`config.mk`:
```
export PLATFORM = sky130hd
export DESIGN_NAME = fetch_buffer_flat
export DESIGN_NICKNAME = d
export VERILOG_FILES = /design/src/rtl/fetch_buffer_if.sv /design/src/rtl/fetch_buffer.sv /design/src/flat_wrapper.sv
export SDC_FILE = /design/constraint.sdc
export NUM_CORES = 1
export LEC_CHECK = 0
export CORE_MARGIN = 2
export CORE_UTILIZATION = 35
export DETAILED_ROUTE_END_ITERATION = 8
export GPL_ROUTABILITY_DRIVEN = 1
export SETUP_SLACK_MARGIN = 0.2
export SLEW_MARGIN = 20
export SYNTH_ARGS = -nofsm -noshare
export SYNTH_HDL_FRONTEND = slang
export SYNTH_SLANG_ARGS = --single-unit
```
`constraint.sdc`:
```
create_clock -name clk -period 7.3 [get_ports clk]
set_clock_uncertainty 0.2 [all_clocks]
set_input_delay 1.46 -clock clk [delete_from_list [all_inputs] [get_ports clk]]
set_output_delay 1.46 -clock clk [all_outputs]
set_load 0.02 [all_outputs]
```
`src/rtl/fetch_buffer_if.sv`:
```
`default_nettype none
// +----------------------------------------------------------------------------+
// | fetch_buffer_if                                                            |
// | Instruction-memory request/acknowledge bus between fetch and memory.       |
// | Revision: 1.0                                                              |
// +----------------------------------------------------------------------------+
interface fetch_buffer_if #(
    parameter int ADDR_W = 32,
    parameter int DATA_W = 32
);
    logic              imem_req;
    logic [ADDR_W-1:0] imem_addr;
    logic              imem_ack;
    logic [DATA_W-1:0] imem_data;

    modport master (output imem_req, output imem_addr, input imem_ack, input imem_data);
    modport slave  (input imem_req, input imem_addr, output imem_ack, output imem_data);
endinterface
`default_nettype wire

```
`src/rtl/fetch_buffer.sv`:
```
`default_nettype none
// +----------------------------------------------------------------------------+
// | fetch_buffer                                                               |
// | IF stage: issues PC to imem, buffers 2 returned instructions for decode.   |
// | Optional macro FETCH_BYPASS_EN: 0-cycle forwarding of an ack into an empty |
// | buffer.                                                                    |
// | Revision: 1.0                                                              |
// +----------------------------------------------------------------------------+
module fetch_buffer #(
    parameter int ADDR_W = 32,
    parameter int DATA_W = 32
) (
    input  wire logic              clk,
    input  wire logic              reset,
    input  wire logic [ADDR_W-1:0] direinstru,
    input  wire logic [ADDR_W-1:0] sum2sumout,
    output logic                   pc_stall,
    fetch_buffer_if.master         imem,
    input  wire logic              flush,
    input  wire logic              id_stall,
    output logic [DATA_W-1:0]      instru,
    output logic [ADDR_W-1:0]      sum2sumin,
    output logic                   id_valid
);

    localparam logic [1:0] c_IDLE = 2'd0;
    localparam logic [1:0] c_REQ  = 2'd1;
    localparam logic [1:0] c_KILL = 2'd2;

    logic [1:0]        r_state;
    logic [1:0]        w_state_nxt;
    logic [ADDR_W-1:0] r_addr;
    logic [DATA_W-1:0] r_buf_data [2];
    logic [ADDR_W-1:0] r_buf_pc   [2];
    logic [1:0]        r_count;

    logic              w_req_idle;
    logic              w_req;
    logic              w_accept;
    logic              w_bypass;
    logic              w_pop;
    logic              w_shift;
    logic              w_store;
    logic [1:0]        w_wr_cnt;
    logic [1:0]        w_count_nxt;

    // Gated by reset so the bus and pc_stall sit at their idle values while held in reset.
    assign w_req_idle = reset && (r_state == c_IDLE) && (r_count != 2'd2) && !flush;
    assign w_req      = w_req_idle || ((r_state == c_REQ) && !flush);
    assign w_accept   = w_req && imem.imem_ack;

    assign imem.imem_req  = w_req;
    assign imem.imem_addr = w_req_idle ? direinstru : r_addr;
    assign pc_stall       = !reset || !(w_accept || flush);

`ifdef FETCH_BYPASS_EN
    assign w_bypass = w_accept && (r_count == 2'd0);
`else
    assign w_bypass = 1'b0;
`endif

    assign id_valid  = (r_count != 2'd0) || w_bypass;
    assign instru    = w_bypass ? imem.imem_data : r_buf_data[0];
    assign sum2sumin = w_bypass ? sum2sumout     : r_buf_pc[0];

    // A bypassed instruction that decode takes immediately never enters the buffer.
    assign w_pop       = id_valid && !id_stall;
    assign w_shift     = w_pop && (r_count != 2'd0);
    assign w_store     = w_accept && !(w_bypass && w_pop);
    assign w_wr_cnt    = r_count - {1'b0, w_shift};
    assign w_count_nxt = w_wr_cnt + {1'b0, w_store};

    always_comb begin
        w_state_nxt = r_state;
        case (r_state)
            c_IDLE: if (w_req_idle && !imem.imem_ack) w_state_nxt = c_REQ;
            c_REQ: begin
                if (imem.imem_ack)  w_state_nxt = c_IDLE;
                else if (flush)     w_state_nxt = c_KILL;
            end
            c_KILL: if (imem.imem_ack) w_state_nxt = c_IDLE;
            default: w_state_nxt = c_IDLE;
        endcase
    end

    always_ff @(posedge clk or negedge reset) begin
        if (!reset) begin
            r_state <= c_IDLE;
            r_addr  <= '0;
        end else begin
            r_state <= w_state_nxt;
            if (w_req_idle && !imem.imem_ack) r_addr <= direinstru;
        end
    end

    always_ff @(posedge clk or negedge reset) begin
        if (!reset) begin
            r_count       <= 2'd0;
            r_buf_data[0] <= '0;
            r_buf_data[1] <= '0;
            r_buf_pc[0]   <= '0;
            r_buf_pc[1]   <= '0;
        end else if (flush) begin
            r_count <= 2'd0;
        end else begin
            if (w_shift) begin
                r_buf_data[0] <= r_buf_data[1];
                r_buf_pc[0]   <= r_buf_pc[1];
            end
            // A store into slot 0 follows the shift and so wins over it.
            if (w_store) begin
                r_buf_data[w_wr_cnt[0]] <= imem.imem_data;
                r_buf_pc[w_wr_cnt[0]]   <= sum2sumout;
            end
            r_count <= w_count_nxt;
        end
    end

endmodule
`default_nettype wire

```
`src/flat_wrapper.sv`:
```
// flat-port wrapper written by rule: the top's interface ports become plain ports
module fetch_buffer_flat 
#(
    parameter int ADDR_W = 32,
    parameter int DATA_W = 32
)
  (clk, reset, direinstru, sum2sumout, pc_stall, flush, id_stall, instru, sum2sumin, id_valid, imem_imem_req, imem_imem_addr, imem_imem_ack, imem_imem_data);
  fetch_buffer_if #(.ADDR_W(ADDR_W), .DATA_W(DATA_W)) imem_i ();
  input  wire logic clk;
  input  wire logic reset;
  input  wire logic [ADDR_W-1:0] direinstru;
  input  wire logic [ADDR_W-1:0] sum2sumout;
  output logic pc_stall;
  input  wire logic flush;
  input  wire logic id_stall;
  output logic [DATA_W-1:0] instru;
  output logic [ADDR_W-1:0] sum2sumin;
  output logic id_valid;
  output wire logic [$bits(imem_i.imem_req)-1:0] imem_imem_req;
  output wire logic [$bits(imem_i.imem_addr)-1:0] imem_imem_addr;
  input wire logic [$bits(imem_i.imem_ack)-1:0] imem_imem_ack;
  input wire logic [$bits(imem_i.imem_data)-1:0] imem_imem_data;
  assign imem_imem_req = imem_i.imem_req;
  assign imem_imem_addr = imem_i.imem_addr;
  assign imem_i.imem_ack = imem_imem_ack;
  assign imem_i.imem_data = imem_imem_data;
  fetch_buffer #(.ADDR_W(ADDR_W), .DATA_W(DATA_W)) u_core (.clk(clk), .reset(reset), .direinstru(direinstru), .sum2sumout(sum2sumout), .pc_stall(pc_stall), .imem(imem_i), .flush(flush), .id_stall(id_stall), .instru(instru), .sum2sumin(sum2sumin), .id_valid(id_valid));
endmodule
```
# --- Word level (Yosys, flattened, before mapping) ---
# Index checks and enable logic that the tools add are counted.
classes:
  add_sub_neg: 2
  n_lt_le_gt_ge: 2
  eq_ne: 6
  muxes: 17
  bitwise: 2
  reduce_logical: 21
ops:
  columns: ["cell", "count"]
  rows:
  - ["32-bit two-way mux", 6]
  - ["64-bit bitwise mux", 2]
  - ["64-bit two-way mux", 2]
  - ["32-bit demux with 1-bit select", 1]
  - ["2-bit two-way mux", 5]
  - ["1-bit logical AND", 9]
  - ["2-bit inequality test (second input constant)", 3]
  - ["2-bit case mux with 3 select lines", 1]
  - ["1-bit zero test", 5]
  - ["1-bit logical OR", 3]
  - ["3-bit inequality test (second input constant)", 1]
  - ["3-bit AND reduction", 1]
  - ["2-bit by 1-bit adder with 2-bit output", 1]
  - ["2-bit by 1-bit == test with 1-bit output (second input constant)", 1]
  - ["2-bit == test (second input constant)", 1]
  - ["2-bit greater-or-equal comparator (second input constant)", 1]
  - ["2-bit zero test", 1]
  - ["2-bit by 1-bit less-than comparator with 1-bit output (second input constant)", 1]
  - ["1-bit inverter with 2-bit output", 1]
  - ["2-bit AND reduction", 1]
  - ["2-bit nonzero test", 1]
  - ["2-bit by 1-bit subtractor with 2-bit output", 1]
  - ["1-bit inverter", 1]
totals:
  reg_bits: 164
  inputBits: 101
  output_inout_bits: 99
  elab_cells: 57

# --- Depth between registers and ports, before layout ---
# Gate-level depths: netlist of run 1.
logic_depth:
  ltp_word: 11
  mapped_depth: 12
  ltp_nobuf: 8

# --- Worst setup path before layout of run 1 ---
# Ideal clock, no wire load.
synth_path:
  path_kind: "input to output"
  from: "input port flush"
  to: "output port imem_imem_addr[0]"
  arrival_time_ns: 2.664
  t_required_ns: 5.640
  path_slack_ns: 2.976
  cell_stages: 5
  path_buffers: 2
  cell_sequence: "clkbuf_1 -> nor2_1 -> nand4_2 -> buf_2 -> mux2_2"
synth_via:
  elab_chain_cells: 3
synth_lines:
  columns: ["item", "line", "rtl"]
  rows:
  - ["from (decl)", "flat_wrapper.sv:14", "input wire logic flush;"]
  - ["1-bit zero test", "fetch_buffer.sv:48", "assign w_req_idle = reset && (r_state == c_IDLE) && (r_count != 2'd2) && !flush;"]
  - ["1-bit logical AND", "fetch_buffer.sv:48", null]
  - ["32-bit two-way mux", "fetch_buffer.sv:53", "assign imem.imem_addr = w_req_idle ? direinstru : r_addr;"]
  - ["to (decl)", "flat_wrapper.sv:20", "output wire logic [$bits(imem_i.imem_addr)-1:0] imem_imem_addr;"]
# Every way passes these cells.

# --- Worst setup path in the final report of run 1 ---
layout_path:
  from: "input port flush"
  to: "output port imem_imem_addr[18]"
# The elaborated chain is that of the path after synthesis.

==> results of run 1 <==
-- path summary, 6_finish.rpt --
check	start	endpoint	slack (ns)
min in group asynchronous	reset	u_core.r_addr[9]$_DFFE_PN0P_	0.74
setup / recovery	flush	imem_imem_addr[18]	1.56
max in group asynchronous	reset	async pin	4.96
hold / removal	u_core.r_addr[26]$_DFFE_PN0P_	u_core.r_addr[26]$_DFFE_PN0P_	0.29
hold reg to reg	u_core.r_addr[26]$_DFFE_PN0P_	u_core.r_addr[26]$_DFFE_PN0P_	0.29
setup reg to reg	u_core.r_count[1]$_DFF_PN0_	register	4.16
-- worst register-to-register path, cell delays in order, from the launching register on --
cell and delay [ns]:
dfrtp_1 0.48, nor3b_4 0.22, nand4b_4 0.17, buf_4 0.34, nor2_8 0.66, buf_4 0.53, mux2_2 0.42
-- layout make-up --
| cell class | instances | area, µm² | share of cell area |
|---|---|---|---|
| sequential | 164 | 4100 | 0.376 |
| multi-input combinational | 403 | 3470 | 0.318 |
| timing repair buffer | 210 | 2080 | 0.190 |
| clock buffer | 17 | 425 | 0.0390 |
| tap | 324 | 405 | 0.0372 |
| clock inverter | 15 | 216 | 0.0199 |
| inverter | 53 | 199 | 0.0183 |
| antenna | 2 | 5.00 | 0.000459 |
-- layout by cell type (no fill, tap or decap), types with 2 or more instances in the layout --
master / synthesis / routed
a221o_1: 48 / 48
a221oi_1: 38 / 38
or2_2: 3 / 3
a21oi_1: 50 / 50
nor2_1: 6 / 6
inv_1: 52 / 52
mux2_2: 97 / 97
clkbuf_16: 0 / 17
nand2_1: 67 / 67
mux2i_1: 16 / 16
a221oi_2: 10 / 10
mux2_1: 31 / 31
clkdlybuf4s50_1: 0 / 198
o21ai_0: 15 / 15
clkinv_4: 0 / 2
dfrtp_1: 164 / 164
diode_2: 0 / 2
inv_8: 0 / 2
nand2b_1: 3 / 3
bufinv_16: 0 / 4
inv_6: 0 / 5
buf_4: 69 / 11
o21ai_1: 2 / 2
o21bai_4: 1 / 2
-- per-stage QoR --
stage	worst slack (ns)	std cells	cell area [µm²]
floorplan	2.98	737	8550
global placement	1.30	1154	10200
detailed placement	1.14	1154	10200
CTS	1.13	1186	10900
global route	1.42	1186	10900
finish	1.56	1188	10900
-- report_power, final --
part | switching [mW] | leakage, nW | total [mW] | internal [mW]
sequential | 0.291 | 2.02 | 1.62 | 1.33
combinational | 0.952 | 2.33 | 1.91 | 0.959
clock | 0.399 | 0.313 | 0.984 | 0.585
-- per-layer routing --
metal / routed length [µm] / track usage
met4: 59 / 0.0520
met2: 9400 / 0.261
met1: 9900 / 0.230
met5: 0 / 0
met3: 1330 / 0.0478
-- cells by family after synthesis --
| logic type | share of synthesized area |
|---|---|
| buffers and inverters | 0.118 |
| AOI/OAI and AO/OA | 0.157 |
| DFF | 0.480 |
| muxes | 0.187 |
| and+or+nand+nor | 0.0526 |
| xor gates and xnor gates | 0.00205 |
| adders and majority gates | 0.00293 |
==> impl_metrics.ini, run 1 <==
[run_status]
status = completed

[grt]
grt_max_degree = 87
grt_pass1_wl_um = 34600
grtUsageTotal = 0.168
antenna_found_initial = 1
grt.overflow.total = 0
grt_pass1_vias = 6239

[worst_setup_path]
cp_num_cells = 5
path_class = in -> out
worstPathCellList = clkdlybuf4s50_1 -> nor2_1 -> nand4_4 -> mux2_2 -> clkdlybuf4s50_1
cp.arrival_ns = 4.08
cp_max_fo = 33
start_kind = input pin
cpLargestDelayFamily = buffers and inverters
end_kind = output port
crit_buf_inv = 2
slowest_stage = clkdlybuf4s50_1
r2r_cells = 6
required_ns = 5.64
cpMostUsedCell = clkdlybuf4s50_1
max_stage_delay_ns = 0.61

[timing]
fin_crit_sh = 0.786
min_period_ns = 5.74
hold_violations = 0
rsz0062_at_grt = no
final_max_slew_viol_count = 0
fmax_mhz = 174
whs_ns = 0.287
tightest_slew_ns = 0.959
relSlewSlack = 0.361
finalSetupViolCount = 0
finalSetupTns_ns = 0

[clock_network]
cts_sinks = 164
clk-insertion-delay-late_ns = 0.42
htreeDepth = 4
cts_resized = 0
cts_made_buffers = 17
cts_root_buf = clkbuf_16
cts_buffer_depth = 2
post_cts_buffers = 0
path_clk_slew_ns = 0.06
cts_hold_buf = 0
cts_tree = built

[synth]
postSynth.asyncResetShare = 1.00
synth_top_area_frac = 0.480
netlist_area_mm2 = 0.00855
synth_ff_type = dfrtp_1
syn_avg_cell_area_um2 = 11.6
netlist_top_cells_area = dfrtp_1 (48%), mux2_2 (13%), buf_4 (6.1%)
syn_nets = 840
synth_top_area_cell = dfrtp_1
ys_warn_count = 0
ys_types = 37
seq_area_frac_synth = 0.480
synth_common_cells = dfrtp_1 (164), mux2_2 (97), buf_4 (69), nand2_1 (67), inv_1 (52)
synth.most_common_cell = dfrtp_1
ys_seq_elements = 164
synth_enable_flop_cells = 0
synthCells = 737

[floorplan]
die_h_um = 160
dieArea_mm2 = 0.0257
core_area_mm2 = 0.0242
rows = 57
pin_count = 200
start_util = 0.353
die_w_um = 160

[worst_hold_path]
holdPathStages = 1
worstHoldPathType = reg -> reg

[cells_and_area]
drive_above_1_share = 0.194
fin_util = 0.451
syn_to_final_growth_pct = 27.6
fin_nets = 952
nFillCells = 2244

[power_and_ir_drop]
power_mw = 4.51
pwr_density_cell_mw_per_mm2 = 414
ir_drop_mv = 0.182
cellLeakagePower_nw = 4.66

[detailed_routing]
wirelength_um = 20700
drt_pass1_iterations = 4
route.vias.total = 5995
via_per_inst = 5.05
antenna_left = 0
drc = 0
first_iter_violations = 323
wire_per_inst_um = 17.4

[placed_design]
io_buffers = 199
hpwl_um = 12600
gp_congestion = 0.748

[flow_run]
maxCapViolations = 0
No activity file was read; power rests on OpenSTA's default activity.
==> run 2, diff against run 1 <==
==> constraint.sdc (replaced) <==
create_clock -name clk -period 5.1 [get_ports clk]
set_clock_uncertainty 0.2 [all_clocks]
set_input_delay 1.02 -clock clk [delete_from_list [all_inputs] [get_ports clk]]
set_output_delay 1.02 -clock clk [all_outputs]
set_load 0.02 [all_outputs]
==> run 2 against run 1 <==
Compared with the run above: first-iteration DRC count fell by 14%; final cell count unchanged; sequential share of layout area hardly changed; flip-flop and latch count is the same; non-clock buffer count is 1 higher; die area did not move; critical path depth is 2 higher; sequential power rose by 42%; clock power up 39%; largest cell class unchanged.
==> impl_metrics.ini, run 2 (synthesized netlist as in run 1, its figures left out) <==
[power_and_ir_drop]
pwr_density_cell_mw_per_mm2 = 589
switching_share = 0.368
seq_power_share = 0.359
power_mw = 6.41
ir_drop_mv = 0.294
p_comb_frac = 0.428
power_frac_clock = 0.213
p_int_mw = 4.06
cellLeakagePower_nw = 4.65
net-switching-power_mw = 2.36

[worst_setup_path]
r2r-end = u_core.sum2sumin[11]$_DFFE_PN0N_
path_class = in -> out
crit-reg2reg-launch = u_core.r_count[0]$_DFF_PN0_
crit_path_end = imem_imem_addr[7]
crit_start = flush
cp.arrival_ns = 3.18
cp_max_fo = 33
r2r_cells = 7
start_kind = input pin
end_kind = output port
rrSetupSlack_ns = 2.26
required_ns = 3.88

[floorplan]
pin_count = 200
die_h_um = 160
start_util = 0.353
rows = 57
dieArea_mm2 = 0.0257
die_w_um = 160
core_area_mm2 = 0.0242

[clock_network]
cts_root_buf = clkbuf_16
clk-insertion-delay-late_ns = 0.42
cts_tree = built
path_clk_slew_ns = 0.06
htreeDepth = 4
cts_buffer_depth = 2
cts_hold_buf = 0
cts_made_buffers = 17
cts_resized = 0
post_cts_buffers = 0
cts_sinks = 164

[detailed_routing]
antenna_left = 0
highest_layer = met4
wirelength_um = 20800
route.vias.total = 5967
drc = 0
route.met3.wl_um = 1430
via_per_inst = 5.02
drt_pass1_iterations = 4
wl_met2_um = 9240
wire_per_inst_um = 17.5
first_iter_violations = 277
drt-met1-wl_um = 9870

[placed_design]
gp_congestion = 0.759
io_buffers = 199
place_ws_ns = 0.695
hpwl_um = 12700

[worst_hold_path]
min_from = u_core.r_addr[25]$_DFFE_PN0P_
worstHoldPathType = reg -> reg

[grt]
grt_max_degree = 170
grt_pass1_wl_um = 33500
grt.overflow.total = 0
grtUsageTotal = 0.164
antenna_found_initial = 2
grt_pass1_vias = 5950

[cells_and_area]
fin_nets = 953
drive_above_1_share = 0.195
most-common-layout-cells = clkdlybuf4s50_1 (198), dfrtp_1 (164), mux2_2 (97), nand2_1 (67), inv_1 (52)
nFillCells = 2225
syn_to_final_growth_pct = 27.5
layout_commonest_cell = clkdlybuf4s50_1

[timing]
finalSetupViolCount = 0
setup_ws_ns = 0.704
hold_violations = 0
relSlewSlack = 0.383
min_period_ns = 4.40
fin_crit_sh = 0.862
rsz0062_at_grt = no
finalSetupTns_ns = 0
whs_ns = 0.288
fmax_mhz = 227
tightest_slew_ns = 0.926
final_max_slew_viol_count = 0

[run_status]
status = completed

[flow_run]
maxCapViolations = 0
[run 2: how the worst min path moves through the flow]
stage | depth (start not counted) | end | slack, ns
4_1_cts | 1 | register | 0.29
3_5_place_dp | 1 | u_core.r_addr[25]$_DFFE_PN0P_ | 0.27
6_report | 1 | u_core.r_addr[25]$_DFFE_PN0P_ | 0.29
5_1_grt | 1 | register | 0.30
3_3_place_gp | 1 | register | 0.27
2_1_floorplan | 1 | u_core.r_addr[25]$_DFFE_PN0P_ | 0.25
[run 2: layout make-up]
class	instances	area [µm²]	area share
inverters	53	199	0.0183
flip-flops and latches	164	4100	0.377
multi-input cells	403	3460	0.318
clock inverters	15	194	0.0178
well taps	324	405	0.0372
clock buffers	17	425	0.0390
repair buffers	211	2110	0.193
diodes	1	2.50	0.000230
[run 2: critical path, cell delays in order]
cell and delay [ns]:
clkdlybuf4s50_1 0.46, buf_4 0.17, nor2_1 0.10, nand4_2 0.10, buf_4 0.38, mux2_2 0.39
clkdlybuf4s50_1 0.54
[run 2: per-stage QoR]
stage,cell area (µm²),util,std cells
after floorplan,8550,-,737
after global placement,10300,0.425,1155
after detailed placement,10300,0.425,1155
after CTS,10900,0.451,1187
after global routing,10900,0.451,1187
final,10900,0.451,1188
[run 2: power by group through the flow]
| stage | registers [mW] | clock network [mW] | logic (mW) |
|---|---|---|---|
| 2_1_floorplan | 2.20 | 0 | 2.07 |
| 3_3_place_gp | 2.31 | 0 | 2.71 |
| 6_report | 2.30 | 1.37 | 2.74 |
| 5_1_grt | 2.39 | 1.47 | 2.97 |
| 3_5_place_dp | 2.32 | 0 | 2.77 |
| 4_1_cts | 2.30 | 1.41 | 2.78 |
[run 2: metal layers]
metal	vias to the layer above	track usage
li1	2841	-
met1	2930	0.224
met2	177	0.251
met3	19	0.0551
met4	0	0.0455
met5	-	0
